File: src/rtl/lag_pkg.sv
// Shared types and helpers for the multi-channel latency timer.
package lag_pkg;

    // Default width of the cycle counter and of each per-channel result.
    localparam int CNT_W_DEF = 24;

    // Measurement FSM states.
    typedef enum logic [1:0] {
        IDLE,
        COUNT,
        DONE
    } state_e;

    // Cycles from a raw sensor edge to the debounced level that the capture logic sees.
    function automatic int calc_lat(input int sync_stages, input int debounce);
        return sync_stages + debounce - 1;
    endfunction

endpackage

File: src/rtl/lag_timer_if.sv
// Stimulus, sensor and result signals of the latency timer.
interface lag_timer_if
    import lag_pkg::*;
#(
    parameter int CHANNELS = 2,
    parameter int CNT_W    = CNT_W_DEF
);
    logic                      start;
    logic [CHANNELS-1:0]       sensor_pol;
    logic [CHANNELS-1:0]       sensor_in;
    logic                      busy;
    logic                      done;
    logic [CHANNELS*CNT_W-1:0] result;
    logic [CHANNELS-1:0]       hit;
    logic [CHANNELS-1:0]       early;
    logic                      overlap;

    // Pattern logic side: issues the stimulus pulse and reads results.
    modport master (
        output start, sensor_pol, sensor_in,
        input  busy, done, result, hit, early, overlap
    );

    // Timer side.
    modport slave (
        input  start, sensor_pol, sensor_in,
        output busy, done, result, hit, early, overlap
    );
endinterface

File: src/rtl/lag_chan.sv
// One sensor channel: synchroniser, polarity normalisation and debouncer.
// active_o already reflects the sample that completes a debounce run, so a
// raw edge just before clock edge k is visible to the capture logic at edge
// k + SYNC_STAGES + DEBOUNCE - 1.
module lag_chan
    import lag_pkg::*;
#(
    parameter int SYNC_STAGES = 2,
    parameter int DEBOUNCE    = 4
) (
    input  logic clk,
    input  logic reset_n,
    input  logic sensor_i,
    input  logic pol_i,
    output logic active_o
);
    localparam int DB_W = (DEBOUNCE > 1) ? $clog2(DEBOUNCE) : 1;
    localparam logic [DB_W-1:0] DB_LAST = DB_W'(DEBOUNCE - 1);

    logic [SYNC_STAGES-1:0] sync_q;
    logic                   deb_q;
    logic [DB_W-1:0]        run_q;
    logic                   sample;
    logic                   differs;
    logic                   settle;

    // Normalise to active-high and decide whether this sample completes a run.
    always_comb begin
        sample   = sync_q[SYNC_STAGES-1] ~^ pol_i;
        differs  = (sample != deb_q);
        settle   = differs && (run_q == DB_LAST);
        active_o = settle ? sample : deb_q;
    end

    // Synchroniser chain; cleared to the inactive raw level.
    // NOTE: clocked state uses non-blocking assignments so every flop samples pre-edge values.
    always_ff @(posedge clk) begin
        if (!reset_n) begin
            sync_q <= {SYNC_STAGES{~pol_i}};
        end else begin
            sync_q <= {sync_q[SYNC_STAGES-2:0], sensor_i};
        end
    end

    // Debouncer: count consecutive samples that disagree with the accepted level.
    always_ff @(posedge clk) begin
        if (!reset_n) begin
            deb_q <= 1'b0;
            run_q <= '0;
        end else if (!differs) begin
            run_q <= '0;
        end else if (settle) begin
            deb_q <= sample;
            run_q <= '0;
        end else begin
            run_q <= run_q + DB_W'(1);
        end
    end

endmodule

File: src/rtl/lag_timer.sv
// Multi-channel latency timer: counts from a stimulus pulse until each
// sensor channel's first debounced assertion, or until the timeout.
module lag_timer
    import lag_pkg::*;
#(
    parameter int               CHANNELS    = 2,
    parameter int               CNT_W       = CNT_W_DEF,
    parameter int               SYNC_STAGES = 2,
    parameter int               DEBOUNCE    = 4,
    parameter logic [CNT_W-1:0] TIMEOUT     = CNT_W'(4000000)
) (
    input  logic       clk,
    input  logic       reset_n,
    lag_timer_if.slave bus
);
    localparam int LAT = calc_lat(SYNC_STAGES, DEBOUNCE);

    state_e                           state_q, state_d;
    logic [CNT_W-1:0]                 cnt_q, cnt_d;
    logic [CHANNELS-1:0][CNT_W-1:0]   result_q, result_d;
    logic [CHANNELS-1:0]              captured_q, captured_d;
    logic [CHANNELS-1:0]              hit_q, hit_d;
    logic [CHANNELS-1:0]              early_q, early_d;
    logic                             busy_q, busy_d;
    logic                             done_q, done_d;
    logic                             overlap_q, overlap_d;
    logic [CHANNELS-1:0]              active;
    logic [CNT_W:0]                   cnt_inc;
    logic [CNT_W-1:0]                 lat_result;

    for (genvar g = 0; g < CHANNELS; g++) begin : g_chan
        lag_chan #(
            .SYNC_STAGES(SYNC_STAGES),
            .DEBOUNCE   (DEBOUNCE)
        ) u_chan (
            .clk     (clk),
            .reset_n (reset_n),
            .sensor_i(bus.sensor_in[g]),
            .pol_i   (bus.sensor_pol[g]),
            .active_o(active[g])
        );
    end

    // Latency of a capture at this edge: the edge count minus the input pipeline, floored at 0.
    always_comb begin
        cnt_inc    = {1'b0, cnt_q} + (CNT_W + 1)'(1);
        lat_result = '0;
        if (cnt_inc >= (CNT_W + 1)'(LAT)) begin
            lat_result = CNT_W'(cnt_inc - (CNT_W + 1)'(LAT));
        end
    end

    // Next-state and capture logic.
    // NOTE: every target gets a default first, so no path leaves a latch behind.
    always_comb begin
        state_d    = state_q;
        cnt_d      = cnt_q;
        result_d   = result_q;
        captured_d = captured_q;
        hit_d      = hit_q;
        early_d    = early_q;
        busy_d     = busy_q;
        done_d     = 1'b0;
        overlap_d  = overlap_q;
        case (state_q)
            IDLE: begin
                if (bus.start) begin
                    cnt_d      = '0;
                    result_d   = '0;
                    overlap_d  = 1'b0;
                    early_d    = active;
                    hit_d      = active;
                    captured_d = active;
                    busy_d     = 1'b1;
                    state_d    = COUNT;
                end
            end
            COUNT: begin
                if (bus.start) begin
                    overlap_d = 1'b1;
                end
                for (int i = 0; i < CHANNELS; i++) begin
                    if (!captured_q[i] && active[i]) begin
                        captured_d[i] = 1'b1;
                        hit_d[i]      = 1'b1;
                        result_d[i]   = lat_result;
                    end else if (!captured_q[i] && (cnt_q == TIMEOUT)) begin
                        result_d[i] = TIMEOUT;
                    end
                end
                if ((&captured_q) || (cnt_q == TIMEOUT)) begin
                    state_d = DONE;
                    busy_d  = 1'b0;
                    done_d  = 1'b1;
                end else begin
                    cnt_d = cnt_q + CNT_W'(1);
                end
            end
            DONE: begin
                if (bus.start) begin
                    overlap_d = 1'b1;
                end
                state_d = IDLE;
            end
            default: state_d = IDLE;
        endcase
    end

    // State and result registers.
    // NOTE: the result bank is a set of visible output registers, so it is reset like any other state.
    always_ff @(posedge clk) begin
        if (!reset_n) begin
            state_q    <= IDLE;
            cnt_q      <= '0;
            result_q   <= '0;
            captured_q <= '0;
            hit_q      <= '0;
            early_q    <= '0;
            busy_q     <= 1'b0;
            done_q     <= 1'b0;
            overlap_q  <= 1'b0;
        end else begin
            state_q    <= state_d;
            cnt_q      <= cnt_d;
            result_q   <= result_d;
            captured_q <= captured_d;
            hit_q      <= hit_d;
            early_q    <= early_d;
            busy_q     <= busy_d;
            done_q     <= done_d;
            overlap_q  <= overlap_d;
        end
    end

    assign bus.busy    = busy_q;
    assign bus.done    = done_q;
    assign bus.result  = result_q;
    assign bus.hit     = hit_q;
    assign bus.early   = early_q;
    assign bus.overlap = overlap_q;

endmodule

File: src/flat_wrapper.sv
// flat-port wrapper written by rule: the top's interface ports become plain ports
module lag_timer_flat import lag_pkg::*;
#(
    parameter int               CHANNELS    = 2,
    parameter int               CNT_W       = CNT_W_DEF,
    parameter int               SYNC_STAGES = 2,
    parameter int               DEBOUNCE    = 4,
    parameter logic [CNT_W-1:0] TIMEOUT     = CNT_W'(4000000)
)
  (clk, reset_n, bus_start, bus_sensor_pol, bus_sensor_in, bus_busy, bus_done, bus_result, bus_hit, bus_early, bus_overlap);
  lag_timer_if #(.CHANNELS(CHANNELS), .CNT_W(CNT_W)) bus_i ();
  input  logic clk;
  input  logic reset_n;
  input wire logic [$bits(bus_i.start)-1:0] bus_start;
  input wire logic [$bits(bus_i.sensor_pol)-1:0] bus_sensor_pol;
  input wire logic [$bits(bus_i.sensor_in)-1:0] bus_sensor_in;
  output wire logic [$bits(bus_i.busy)-1:0] bus_busy;
  output wire logic [$bits(bus_i.done)-1:0] bus_done;
  output wire logic [$bits(bus_i.result)-1:0] bus_result;
  output wire logic [$bits(bus_i.hit)-1:0] bus_hit;
  output wire logic [$bits(bus_i.early)-1:0] bus_early;
  output wire logic [$bits(bus_i.overlap)-1:0] bus_overlap;
  assign bus_i.start = bus_start;
  assign bus_i.sensor_pol = bus_sensor_pol;
  assign bus_i.sensor_in = bus_sensor_in;
  assign bus_busy = bus_i.busy;
  assign bus_done = bus_i.done;
  assign bus_result = bus_i.result;
  assign bus_hit = bus_i.hit;
  assign bus_early = bus_i.early;
  assign bus_overlap = bus_i.overlap;
  lag_timer #(.CHANNELS(CHANNELS), .CNT_W(CNT_W), .SYNC_STAGES(SYNC_STAGES), .DEBOUNCE(DEBOUNCE), .TIMEOUT(TIMEOUT)) u_core (.clk(clk), .reset_n(reset_n), .bus(bus_i));
endmodule
File: config.mk
export PLATFORM = sky130hd
export DESIGN_NAME = lag_timer_flat
export DESIGN_NICKNAME = d
export VERILOG_FILES = /design/src/rtl/lag_pkg.sv /design/src/rtl/lag_timer_if.sv /design/src/rtl/lag_chan.sv /design/src/rtl/lag_timer.sv /design/src/flat_wrapper.sv
export SDC_FILE = /design/constraint.sdc
export NUM_CORES = 1
export LEC_CHECK = 0
export BUFFER_PORTS_ARGS = -buffer_cell sky130_fd_sc_hd__buf_2
export CORE_UTILIZATION = 55
export DETAILED_ROUTE_END_ITERATION = 8
export PLACE_DENSITY = 0.83
export SLEW_MARGIN = 20
export SYNTH_ARGS = -nofsm -noshare
export SYNTH_HDL_FRONTEND = slang
export SYNTH_SLANG_ARGS = --single-unit
File: constraint.sdc
create_clock -name clk -period 3.83 [get_ports clk]
set_clock_uncertainty 0.2 [all_clocks]
set_input_delay 0.1915 -clock clk [delete_from_list [all_inputs] [get_ports clk]]
set_output_delay 0.1915 -clock clk [all_outputs]
set_load 0.05 [all_outputs]
==> impl_results.md, run 1 <==
- Crit share post-route: approximately 93%
- Seq/Total Area, Yosys: between 30% and 40%
- DIE AREA: 9230 sq um
- Crit path top cell by count: buf_4
- Commonest non-fill, non-tap cell in the layout: dfxtp_1
- FF-to-FF Start: u_core.cnt_q[1]
- Setup WS pre-CTS: approximately 0.18 ns
- Hold endpoint: u_core.bus.overlap
- Minimum clock period: between 3 and 4 ns
- Critical path's largest stage delay: approximately 0.53 ns
- RR Endpoint: u_core.bus.result[23]
- CP Max Fanout: 9
- Reg2Reg Setup Slack: about 0.26 ns
- # rows: 33
- Synthesis-to-layout area growth: 13.3%
- Arrival @ worst endpoint: 3.63 ns
- Setup slack after layout: 0.257 ns
- Unrepaired setup endpoints after global routing: no
- Area contributors post-synth: dfxtp_1 37%, nand2_1 6.9%, xnor2_1 5.4%, o21ai_1 3.6%, o21ai_0 3.1%
- Yosys reg bits: 91
- Vias per cell: between 5 and 6
- Post-DP HPWL: roughly 8600 um
- Status: completed
- Most used DFF post-synth: dfxtp_1
- Hold Crit Start: bus_start
- Ys async rst share: 0%
- CTS clk-pin slew, worst paths: 0.10 ns
- DRC: 0
- IO Port Bufs: 61
- Critical path class: reg -> reg
- Most frequent cells in the layout: 90 x dfxtp_1, 89 x nand2_1, 61 x buf_2, 35 x o21ai_1, 31 x nor2_1
- Synth unique cells: 57
- Max Cap Violations: 0
- 1st-pass router iterations: 4
- First-pass GRT wire length: about 19,000 um
- H-tree Lvls: 3
- Fin nets: 670
- Max clock buf depth: 2
- CTS sink cnt: 91
- Initial core utilization: between 50% and 60%
- Worst-case reg-to-reg path depth: 11
- Die W: 96.1 um
- Root buffer cell: clkbuf_8
- Post-synthesis xor/xnor area fraction: under 10%
- Synth Area in Adders: 2.57%
- Clock latency on the worst-skew pair: ~0.36 ns
- Syn Inst Count: about 600
- CP Cell Sequence: ha_1 -> nand3_1 -> buf_4 -> or4_1 -> mux2i_1 -> o31ai_1 -> nand3b_1 -> nor3_2 -> buf_4 -> nor2_1 -> a32o_1
- Mux cell area share after synthesis: between 1.5 and 2%
- Total GRT Usage: between 20% and 30%
- GPL Wtd Cong: 0.961
- Synth top area share: around 37%
- Synthesis Warnings: 0
- Worst-Margin Slew: about 0.66 ns
- CP required: between 3 and 4 ns
- Filler cell count: between 700 and 800
- Pwr/cell area: roughly 340 nW/um^2
- Hold Crit Class: in -> reg
- Compound-Gate Fraction of Synth Area: 18.6%
- Max VDD drop: approximately 0.00025 V
- Pin count of the biggest net entering global routing: between 40 and 50
- Simple-gate share of the synthesized area: 26.8%
- Top delay family on crit path: simple AND/OR/NAND/NOR gates
- Worst setup SP type: flip-flop
- GRT Residual Overflow: 0
- CTS buffer count: 9
- Syn Std Cell Area: between 4000 and 5000 sq um
- CTS tree: built
- WL per Instance: roughly 16 um
- Vias in the first global route: slightly above 4,000
- Synth area leader: dfxtp_1
- Leak: 2.30 nW
- Die Height: approximately 96 um
- Initial antenna violation count: 0
- Slowest CP cell: dfxtp_1
- Setup violators final: 0
- Total Wirelength: 12,000 um
- Syn avg cell area: 8.10 sq um
- Total vias in the final route: roughly 4,500
- EDFF count, synth: 0
- CP bufs+invs: 2
- Post-route ant nets: 0
- Number of diodes: 0
- Hold path cells: 4
- CP endpoint kind: flip-flop
- Slew HR: 55.2%
- Syn nets: just over 600
- Largest family of logic cells by synthesized area: simple AND/OR/NAND/NOR gates
- TNS Setup: 0 ns
- Highest clock rate: 280 MHz
- Share of cells above drive strength 1: about 17%
- Slew Limit Fails: 0
- # IOs: 62
- Endpoints failing hold: 0
- Core box area: 8380 sq um
- Iter 0 DRT Violations: 490
==> per-layer routing <==
layer	wire [um]	share of wire (%)	track usage, %	up-vias
li1	-	-	-	2220
met1	5320	44	33.9	2097
met2	5570	47	45.0	183
met3	830	6.9	4.50	22
met4	239	2.0	9.83	0
met5	0	0	0	-
==> what timing repair did <==
item,in CTS,in global routing
hold endpoints to repair,4,0
setup buffers,0,0
endpoints found under the setup margin,0,42
hold buffers,6,0
resized for setup,0,2
==> area by class of cell <==
type                            instances  area, sq um  area share (%)
Multi-Input combinational cell        457         2830            51.3
Sequential cell                        91         1820            33.1
Timing Repair Buffer                   86          508            9.21
Tap cell                              105          131            2.38
Clock buffer                            9          124            2.25
Clock inverter                          7         68.8            1.25
Inverter                                8         30.0           0.544
==> kinds of logic (layout without fill, tap and decap cells) <==
group / after synthesis / in the layout
fa+ha+maj: 10 / 10
simple gates: 252 / 252
buf+inv: 53 / 110
compound gates: 141 / 141
mux: 9 / 9
xor+xnor: 45 / 45
flops: 91 / 91
==> stage by stage <==
| stage | utilization (%) | cells | hold slack, ns | area (sq um) | power (W) |
|---|---|---|---|---|---|
| 2_1_floorplan | - | 601 | 0.100 | 4870 | 0.00118 |
| 3_3_place_gp | 62.7 | 741 | 0.188 | 5260 | 0.00124 |
| 3_5_place_dp | 62.7 | 741 | 0.192 | 5260 | 0.00125 |
| 4_1_cts | 65.7 | 763 | 0.0974 | 5510 | 0.00187 |
| 5_1_grt | 65.8 | 763 | 0.139 | 5520 | 0.00194 |
| 6_report | 65.8 | 763 | 0.110 | 5520 | 0.00186 |
==> report_power, final <==
group / internal (W) / leakage [nW] / switching, W
Combinational: 0.0000740 / 1.47 / 0.000187
Sequential: 0.000964 / 0.737 / 0.0000118
Clock: 0.000251 / 0.0911 / 0.000373
Total: 0.00129 / 2.30 / 0.000572
==> state kept, by name, indices dropped and copies added, names as in the netlist <==
register,flops
u_core.bus.busy,1
u_core.g_chan.u_chan.run_q,4
u_core.g_chan.u_chan.deb_q,2
u_core.g_chan.u_chan.sync_q,4
u_core.state_q,2
u_core.bus.early,2
u_core.cnt_q,24
u_core.captured_q,2
u_core.bus.result,48
u_core.bus.done,1
u_core.bus.overlap,1
==> worst register-to-register path: stages, from the launching register on <==
cell and delay [ns]:
dfxtp_1 0.53, ha_1 0.30, nand3_1 0.13, buf_4 0.19, or4_1 0.49, mux2i_1 0.17
o31ai_1 0.35, nand3b_1 0.22, nor3_2 0.37, buf_4 0.21, nor2_1 0.06, a32o_1 0.25
==> worst max-delay path by stage <==
stage | from | to | slack (ns) | depth (start not counted)
floorplan | u_core.cnt_q[0] | u_core.bus.result[24] | 0.63 | 13
global placement | u_core.cnt_q[0] | u_core.bus.result[23] | 0.32 | 10
detailed placement | u_core.cnt_q[0] | u_core.bus.result[23] | 0.18 | 10
CTS | u_core.cnt_q[0] | u_core.bus.result[23] | 0.16 | 10
global route | u_core.cnt_q[1] | u_core.bus.result[23] | 0.02 | 11
finish | u_core.cnt_q[1] | u_core.bus.result[23] | 0.26 | 11
==> cell usage after synthesis, types with 5 or more instances <==
| master | count |
|---|---|
| buf_2 | 13 |
| dfxtp_1 | 91 |
| xor2_1 | 15 |
| nor2_1 | 31 |
| xnor2_1 | 30 |
| or3_1 | 5 |
| nand3_1 | 26 |
| clkbuf_1 | 30 |
| nor4bb_1 | 5 |
| nor3_1 | 19 |
| a22o_1 | 11 |
| inv_1 | 7 |
| a21oi_1 | 13 |
| and2_1 | 7 |
| o21ai_1 | 35 |
| o21a_1 | 5 |
| a21boi_0 | 17 |
| mux2i_1 | 6 |
| ha_1 | 10 |
| nand2_1 | 89 |
| nand4_1 | 7 |
| nor4_1 | 6 |
| nor2b_1 | 16 |
| o21ai_0 | 30 |
| or4_1 | 6 |
| and3_1 | 10 |
Note: power is estimated with default switching activity, not from simulation.
==> inputs of run 2 (changes only) <==
--- a/config.mk
+++ b/config.mk
@@ -6,6 +6,8 @@
 export NUM_CORES = 1
 export LEC_CHECK = 0
 export BUFFER_PORTS_ARGS = -buffer_cell sky130_fd_sc_hd__buf_2
+export CAP_MARGIN = 5
+export CORE_ASPECT_RATIO = 0.8
 export CORE_UTILIZATION = 55
 export DETAILED_ROUTE_END_ITERATION = 8
 export PLACE_DENSITY = 0.83
==> impl_results.md, run 2 (synthesized netlist as in run 1, its figures left out) <==
- IO Port Bufs: 61 (unchanged)
- GPL Wtd Cong: 0.947 (was 0.961)
- Pwr/cell area: 348 nW/um^2 (was 338 nW/um^2)
- Post-CTS Setup Repair Bufs: 0 (unchanged)
- Number of diodes: 0 (unchanged)
- Critical path class: reg -> reg (unchanged)
- CTS tree: built (unchanged)
- Highest clock rate: 286 MHz (was 280 MHz)
- Iter 0 DRT Violations: 264 (was 490)
- RR Endpoint: u_core.bus.result[24] (was u_core.bus.result[23])
- Hold Crit Class: in -> reg (unchanged)
- Share of cells above drive strength 1: 17.9% (was 17.0%)
- DIE AREA: 9230 sq um (about the same)
- Max reg flops: 48 (unchanged)
- CP Cell Sequence: ha_1 -> buf_4 -> and3_2 -> a311o_1 -> o32a_1 -> nor4_1 -> or3_1 -> nor3_2 -> buf_4 -> or2_4 -> o22ai_1 (was ha_1 -> nand3_1 -> buf_4 -> or4_1 -> mux2i_1 -> o31ai_1 -> nand3b_1 -> nor3_2 -> buf_4 -> nor2_1 -> a32o_1)
- Core box area: 8520 sq um (was 8380 sq um)
- Switch share: 29.1% (was 30.7%)
- Placed Area: 5290 sq um (was 5260 sq um)
- Hold Crit Start: bus_start (unchanged)
- Combinational share of power: 14.1% (was 14.0%)
- CTS clk-pin slew, worst paths: 0.09 ns (was 0.10 ns)
- CTS buffer count: 9 (unchanged)
- Initial antenna violation count: 0 (unchanged)
- Grt met2 use: 46.9% (was 45.0%)
- Unrepaired setup endpoints after global routing: no (unchanged)
- Vias per cell: 5.95 (was 5.93)
- Post-layout util: 65.3% (was 65.8%)
- WL per Instance: 16.2 um (was 15.7 um)
- Met3 Usage GRT: 5.09% (was 4.50%)
- FF-to-FF Start: u_core.cnt_q[0] (was u_core.cnt_q[1])
- Post-route ant nets: 0 (unchanged)
- Die Height: 86.2 um (was 96.1 um)
- Max Cap Violations: 0 (unchanged)
- Crit path top cell by count: buf_4 (unchanged)
- Vias in the first global route: 4,363 (was 4,121)
- Worst setup SP type: flip-flop (unchanged)
- Max VDD drop: 0.000292 V (was 0.000254 V)
- CP endpoint kind: flip-flop (unchanged)
- DRC: 0 (unchanged)
- CP bufs+invs: 2 (unchanged)
- Endpoints failing hold: 0 (unchanged)
- TNS Setup: 0 ns (unchanged)
- 1st-pass router iterations: 7 (was 4)
- Hold slack final: 0.102 ns (was 0.110 ns)
- GRT Residual Overflow: 0 (unchanged)
- Worst-Margin Slew: 0.796 ns (was 0.663 ns)
- Total GRT Usage: 28.7% (was 26.6%)
- Setup violators final: 0 (unchanged)
- Pin count of the biggest net entering global routing: 54 (was 41)
- Total vias in the final route: 4,602 (was 4,522)
- Arrival @ worst endpoint: 3.59 ns (was 3.63 ns)
- Top delay family on crit path: simple AND/OR/NAND/NOR gates (unchanged)
- CTS sink cnt: 91 (unchanged)
- Max clock buf depth: 2 (unchanged)
- Minimum clock period: 3.49 ns (was 3.57 ns)
- CP Max Fanout: 15 (was 9)
- Die W: 107 um (was 96.1 um)
- Slew HR: 47.0% (was 55.2%)
- Synthesis-to-layout area growth: 14.3% (was 13.3%)
- Hold endpoint: u_core.state_q[1] (was u_core.bus.overlap)
- Worst-case reg-to-reg path depth: 11 (unchanged)
- Met1 Use GR: 37.6% (was 33.9%)
- Root buffer cell: clkbuf_8 (unchanged)
- P_sw: 0.000564 W (was 0.000572 W)
- First-pass GRT wire length: 21,000 um (was 19,100 um)
- Sequential Area: 1820 sq um (about the same)
- Status: completed (unchanged)
- # rows: 30 (was 33)
- Slowest CP cell: nor4_1 (was dfxtp_1)
- Slew Limit Fails: 0 (unchanged)
- Crit share post-route: 91.2% (was 93.3%)
- CP required: 3.93 ns (was 3.89 ns)
- # IOs: 62 (unchanged)
- Clock latency on the worst-skew pair: 0.37 ns (was 0.36 ns)
- Critical path's largest stage delay: 0.42 ns (was 0.53 ns)
- Power Internal: 0.00137 W (was 0.00129 W)
- Most Used Layer, Global Route: met2 (unchanged)
- Filler cell count: 712 (was 707)
- Sequential group share of total power: 50.5% (was 52.4%)
- Multi-input gate area: 2830 sq um (about the same)
- Fin nets: 673 (was 670)
- Most frequent cells in the layout: 89 x nand2_1, 89 x dfxtp_1, 61 x buf_2, 35 x o21ai_1, 31 x nor2_1 (was 90 x dfxtp_1, 89 x nand2_1, 61 x buf_2, 35 x o21ai_1, 31 x nor2_1)
- Hold path cells: 4 (unchanged)
- Reg2Reg Setup Slack: 0.34 ns (was 0.26 ns)
- Initial core utilization: 57.1% (was 58.1%)
- H-tree Lvls: 3 (unchanged)
- Design area: 5560 sq um (was 5520 sq um)
- Clock power share: 35.5% (was 33.5%)
- Total Wirelength: 12,500 um (was 12,000 um)
- Post-DP HPWL: 8940 um (was 8590 um)
- Leak: 2.33 nW (was 2.30 nW)
-- run 2: tightest hold or removal path, cell delays in order --
cell	delay, ns
buf_2	0.11
nor2b_1	0.11
o21ai_0	0.16
a21oi_1	0.06
-- run 2: area by class of cell --
cell class	count	share of cell area (%)
Clock buffer	10	2.47
Clock inverter	6	1.28
Inverter	8	0.540
Multi-Input combinational cell	457	50.9
Sequential cell	91	32.8
Tap cell	112	2.52
Timing Repair Buffer	89	9.49
-- run 2: metal layers --
layer	vias to the layer above	share of wire [%]
met4	0	2.2
met5	-	0
met3	27	6.5
met2	190	47
met1	2154	45
li1	2231	-
-- run 2: how the worst max path moves through the flow --
| stage | startpoint | endpoint | slack [ns] | cells past startpoint |
|---|---|---|---|---|
| after global placement | u_core.cnt_q[0] | u_core.bus.result[43] | 0.37 | 9 |
| after detailed placement | u_core.cnt_q[0] | u_core.bus.result[43] | 0.23 | 9 |
| final | u_core.cnt_q[0] | u_core.bus.result[24] | 0.34 | 11 |
| after CTS | u_core.cnt_q[0] | u_core.bus.result[24] | 0.20 | 10 |
| after floorplan | u_core.cnt_q[0] | u_core.bus.result[24] | 0.63 | 13 |
| after global routing | u_core.cnt_q[0] | u_core.bus.result[37] | 0.14 | 11 |
-- run 2: power groups by stage --
stage	combinational (W)	sequential, W	clock (W)
2_1_floorplan	0.000152	0.00103	0
3_3_place_gp	0.000255	0.000997	0
3_5_place_dp	0.000261	0.000999	0
4_1_cts	0.000268	0.000977	0.000701
5_1_grt	0.000299	0.000979	0.000729
6_report	0.000272	0.000977	0.000687
-- run 2: per-stage QoR --
stage,power (W),instances,worst slack [ns]
finish,0.00194,773,0.338
global route,0.00201,773,0.136
CTS,0.00195,773,0.200
detailed placement,0.00126,752,0.229
global placement,0.00125,752,0.373
floorplan,0.00118,601,0.631
-- run 2: timing repair --
item	CTS	global route
hold endpoints to repair	4	0
setup endpoints to repair	0	21
hold buffers	5	0
resized for setup	0	4
==> inputs of run 3 (changes only) <==
==> constraint.sdc (replaced) <==
create_clock -name clk -period 3.83 [get_ports clk]
set_clock_uncertainty 0.2 [all_clocks]
set_input_delay 0.383 -clock clk [delete_from_list [all_inputs] [get_ports clk]]
set_output_delay 0.383 -clock clk [all_outputs]
set_load 0.05 [all_outputs]
==> impl_results.md, run 3 (synthesized netlist as in run 1, its figures left out) <==
- CTS buffer count: 9 (unchanged)
- Combinational share of power: 14.2% (was 14.1%)
- Clock latency on the worst-skew pair: 0.37 ns (about the same)
- Dpl cells: 752 (unchanged)
- Top delay family on crit path: simple AND/OR/NAND/NOR gates (unchanged)
- Number of diodes: 0 (unchanged)
- Sequential Area: 1820 sq um (about the same)
- Hold Crit Class: in -> reg (unchanged)
- Layout Cells excl Fill: 769 (was 773)
- Synthesis-to-layout area growth: 13.0% (was 14.3%)
- Root buffer cell: clkbuf_8 (unchanged)
- # IOs: 62 (unchanged)
- Highest clock rate: 276 MHz (was 286 MHz)
- Unrepaired setup endpoints after global routing: no (unchanged)
- Core box area: 8520 sq um (unchanged)
- 1st-pass router iterations: 5 (was 7)
- Pin count of the biggest net entering global routing: 51 (was 54)
- CP Cell Sequence: ha_1 -> nand3_1 -> nor4_1 -> nand4_1 -> and3_1 -> or4_1 -> or3_1 -> a21o_1 -> o221ai_2 (was ha_1 -> buf_4 -> and3_2 -> a311o_1 -> o32a_1 -> nor4_1 -> or3_1 -> nor3_2 -> buf_4 -> or2_4 -> o22ai_1)
- Setup violators final: 0 (unchanged)
- P_sw: 0.000557 W (was 0.000564 W)
- DRC: 0 (unchanged)
- Total Wirelength: 12,400 um (was 12,500 um)
- Slowest CP cell: or4_1 (was nor4_1)
- H-tree Lvls: 3 (unchanged)
- Vias per cell: 5.99 (was 5.95)
- Post-CTS Setup Repair Bufs: 0 (unchanged)
- Endpoints failing hold: 0 (unchanged)
- WL per Instance: 16.1 um (was 16.2 um)
- Worst-case reg-to-reg path depth: 9 (was 11)
- WP depth: 9 (was 11)
- Post-route ant nets: 0 (unchanged)
- CP required: 3.92 ns (was 3.93 ns)
- Die Height: 86.2 um (unchanged)
- Filler cell count: 715 (was 712)
- CP bufs+invs: 0 (was 2)
- CP endpoint kind: flip-flop (unchanged)
- Switch share: 29.2% (was 29.1%)
- Slew HR: 45.3% (was 47.0%)
- # rows: 30 (unchanged)
- DIE AREA: 9230 sq um (unchanged)
- Clock power share: 34.6% (was 35.5%)
- Max VDD drop: 0.000278 V (was 0.000292 V)
- Crit share post-route: 94.5% (was 91.2%)
- CTS sink cnt: 91 (unchanged)
- Most frequent cells in the layout: 91 x dfxtp_1, 89 x nand2_1, 61 x buf_2, 35 x o21ai_1, 31 x nor2_1 (was 89 x nand2_1, 89 x dfxtp_1, 61 x buf_2, 35 x o21ai_1, 31 x nor2_1)
- Total vias in the final route: 4,604 (was 4,602)
- Total GRT Usage: 28.2% (was 28.7%)
- Critical path's largest stage delay: 0.63 ns (was 0.42 ns)
- Sequential group share of total power: 51.2% (was 50.5%)
- Hold path cells: 3 (was 4)
- Pwr/cell area: 346 nW/um^2 (was 348 nW/um^2)
- Arrival @ worst endpoint: 3.71 ns (was 3.59 ns)
- Minimum clock period: 3.62 ns (was 3.49 ns)
- Fin nets: 669 (was 673)
- Iter 0 DRT Violations: 292 (was 264)
- Power Internal: 0.00135 W (was 0.00137 W)
- TNS Setup: 0 ns (unchanged)
- Initial antenna violation count: 0 (unchanged)
- Leak: 2.30 nW (was 2.33 nW)
- Initial core utilization: 57.1% (unchanged)
- CTS tree: built (unchanged)
- Commonest non-fill, non-tap cell in the layout: dfxtp_1
- Share of cells above drive strength 1: 17.2% (was 17.9%)
- Critical path class: reg -> reg (unchanged)
- Max Cap Violations: 0 (unchanged)
- Max clock buf depth: 2 (unchanged)
- Worst setup SP type: flip-flop (unchanged)
- Vias in the first global route: 4,239 (was 4,363)
- CP Max Fanout: 12 (was 15)
- Worst-Margin Slew: 0.821 ns (was 0.796 ns)
- First-pass GRT wire length: 20,600 um (was 21,000 um)
- GRT Residual Overflow: 0 (unchanged)
- Multi-input gate area: 2820 sq um (was 2830 sq um)
- Die W: 107 um (unchanged)
- Hold slack final: 0.0299 ns (was 0.102 ns)
- Post-DP HPWL: 9040 um (was 8940 um)
- Status: completed (unchanged)
- GPL Wtd Cong: 0.946 (was 0.947)
- CTS clk-pin slew, worst paths: 0.09 ns (about the same)
- Max reg flops: 48 (unchanged)
- Slew Limit Fails: 0 (unchanged)
- IO Port Bufs: 61 (unchanged)
-- run 3: area by class of cell --
cell class	count	area share [%]
Tap cell	112	2.55
Clock buffer	10	2.32
Timing Repair Buffer	85	8.87
Clock inverter	6	1.30
Inverter	8	0.546
Multi-Input combinational cell	457	51.3
Sequential cell	91	33.1
-- run 3: stage by stage --
step | total power (W) | cell area [sq um] | setup WS [ns] | utilization [%]
6_report | 0.00191 | 5500 | 0.210 | 64.6
5_1_grt | 0.00198 | 5500 | 0.0117 | 64.6
4_1_cts | 0.00191 | 5500 | 0.254 | 64.6
3_5_place_dp | 0.00126 | 5290 | 0.240 | 62.1
3_3_place_gp | 0.00125 | 5290 | 0.376 | 62.1
2_1_floorplan | 0.00118 | 4870 | 0.631 | -
-- run 3: worst reg2reg max path: cells and delay by family (launching register included) --
family	cells	cell delay (ns)
AND/OR/NAND/NOR	6	2.13
flip-flops	1	0.61
AO/OA/AOI/OAI	2	0.37
adder cells (fa/ha/maj)	1	0.26
-- run 3: worst paths after layout --
path / slack (ns) / to / from
setup reg to reg: 0.21 / u_core.bus.result[19] / u_core.cnt_q[0]
setup / recovery: 0.21 / u_core.bus.result[19] / u_core.cnt_q[0]
hold reg to reg: 0.24 / u_core.g_chan[1].u_chan.run_q[0] / u_core.g_chan[1].u_chan.run_q[0]
hold / removal: 0.03 / u_core.g_chan[1].u_chan.sync_q[0] / bus_sensor_in[1]
-- run 3: routing by layer --
| metal | up-vias | GRT usage, % | part of all wire (%) |
|---|---|---|---|
| li1 | 2209 | - | - |
| met1 | 2177 | 36.4 | 45 |
| met2 | 186 | 46.0 | 46 |
| met3 | 32 | 5.32 | 6.2 |
| met4 | 0 | 12.1 | 2.8 |
| met5 | - | 0 | 0 |
-- run 3: what timing repair did --
item                                    in CTS  in global routing
endpoints found under the hold margin        1                  0
gates resized for setup                      0                  0
hold buffers                                 1                  0
endpoints found under the setup margin       0                  0
-- run 3: power by group through the flow --
stage | Sequential [W] | Combinational (W) | Clock, W
finish | 0.000976 | 0.000270 | 0.000659
detailed placement | 0.000999 | 0.000265 | 0
global route | 0.000979 | 0.000293 | 0.000705
CTS | 0.000977 | 0.000267 | 0.000670
floorplan | 0.00103 | 0.000152 | 0
global placement | 0.000997 | 0.000256 | 0
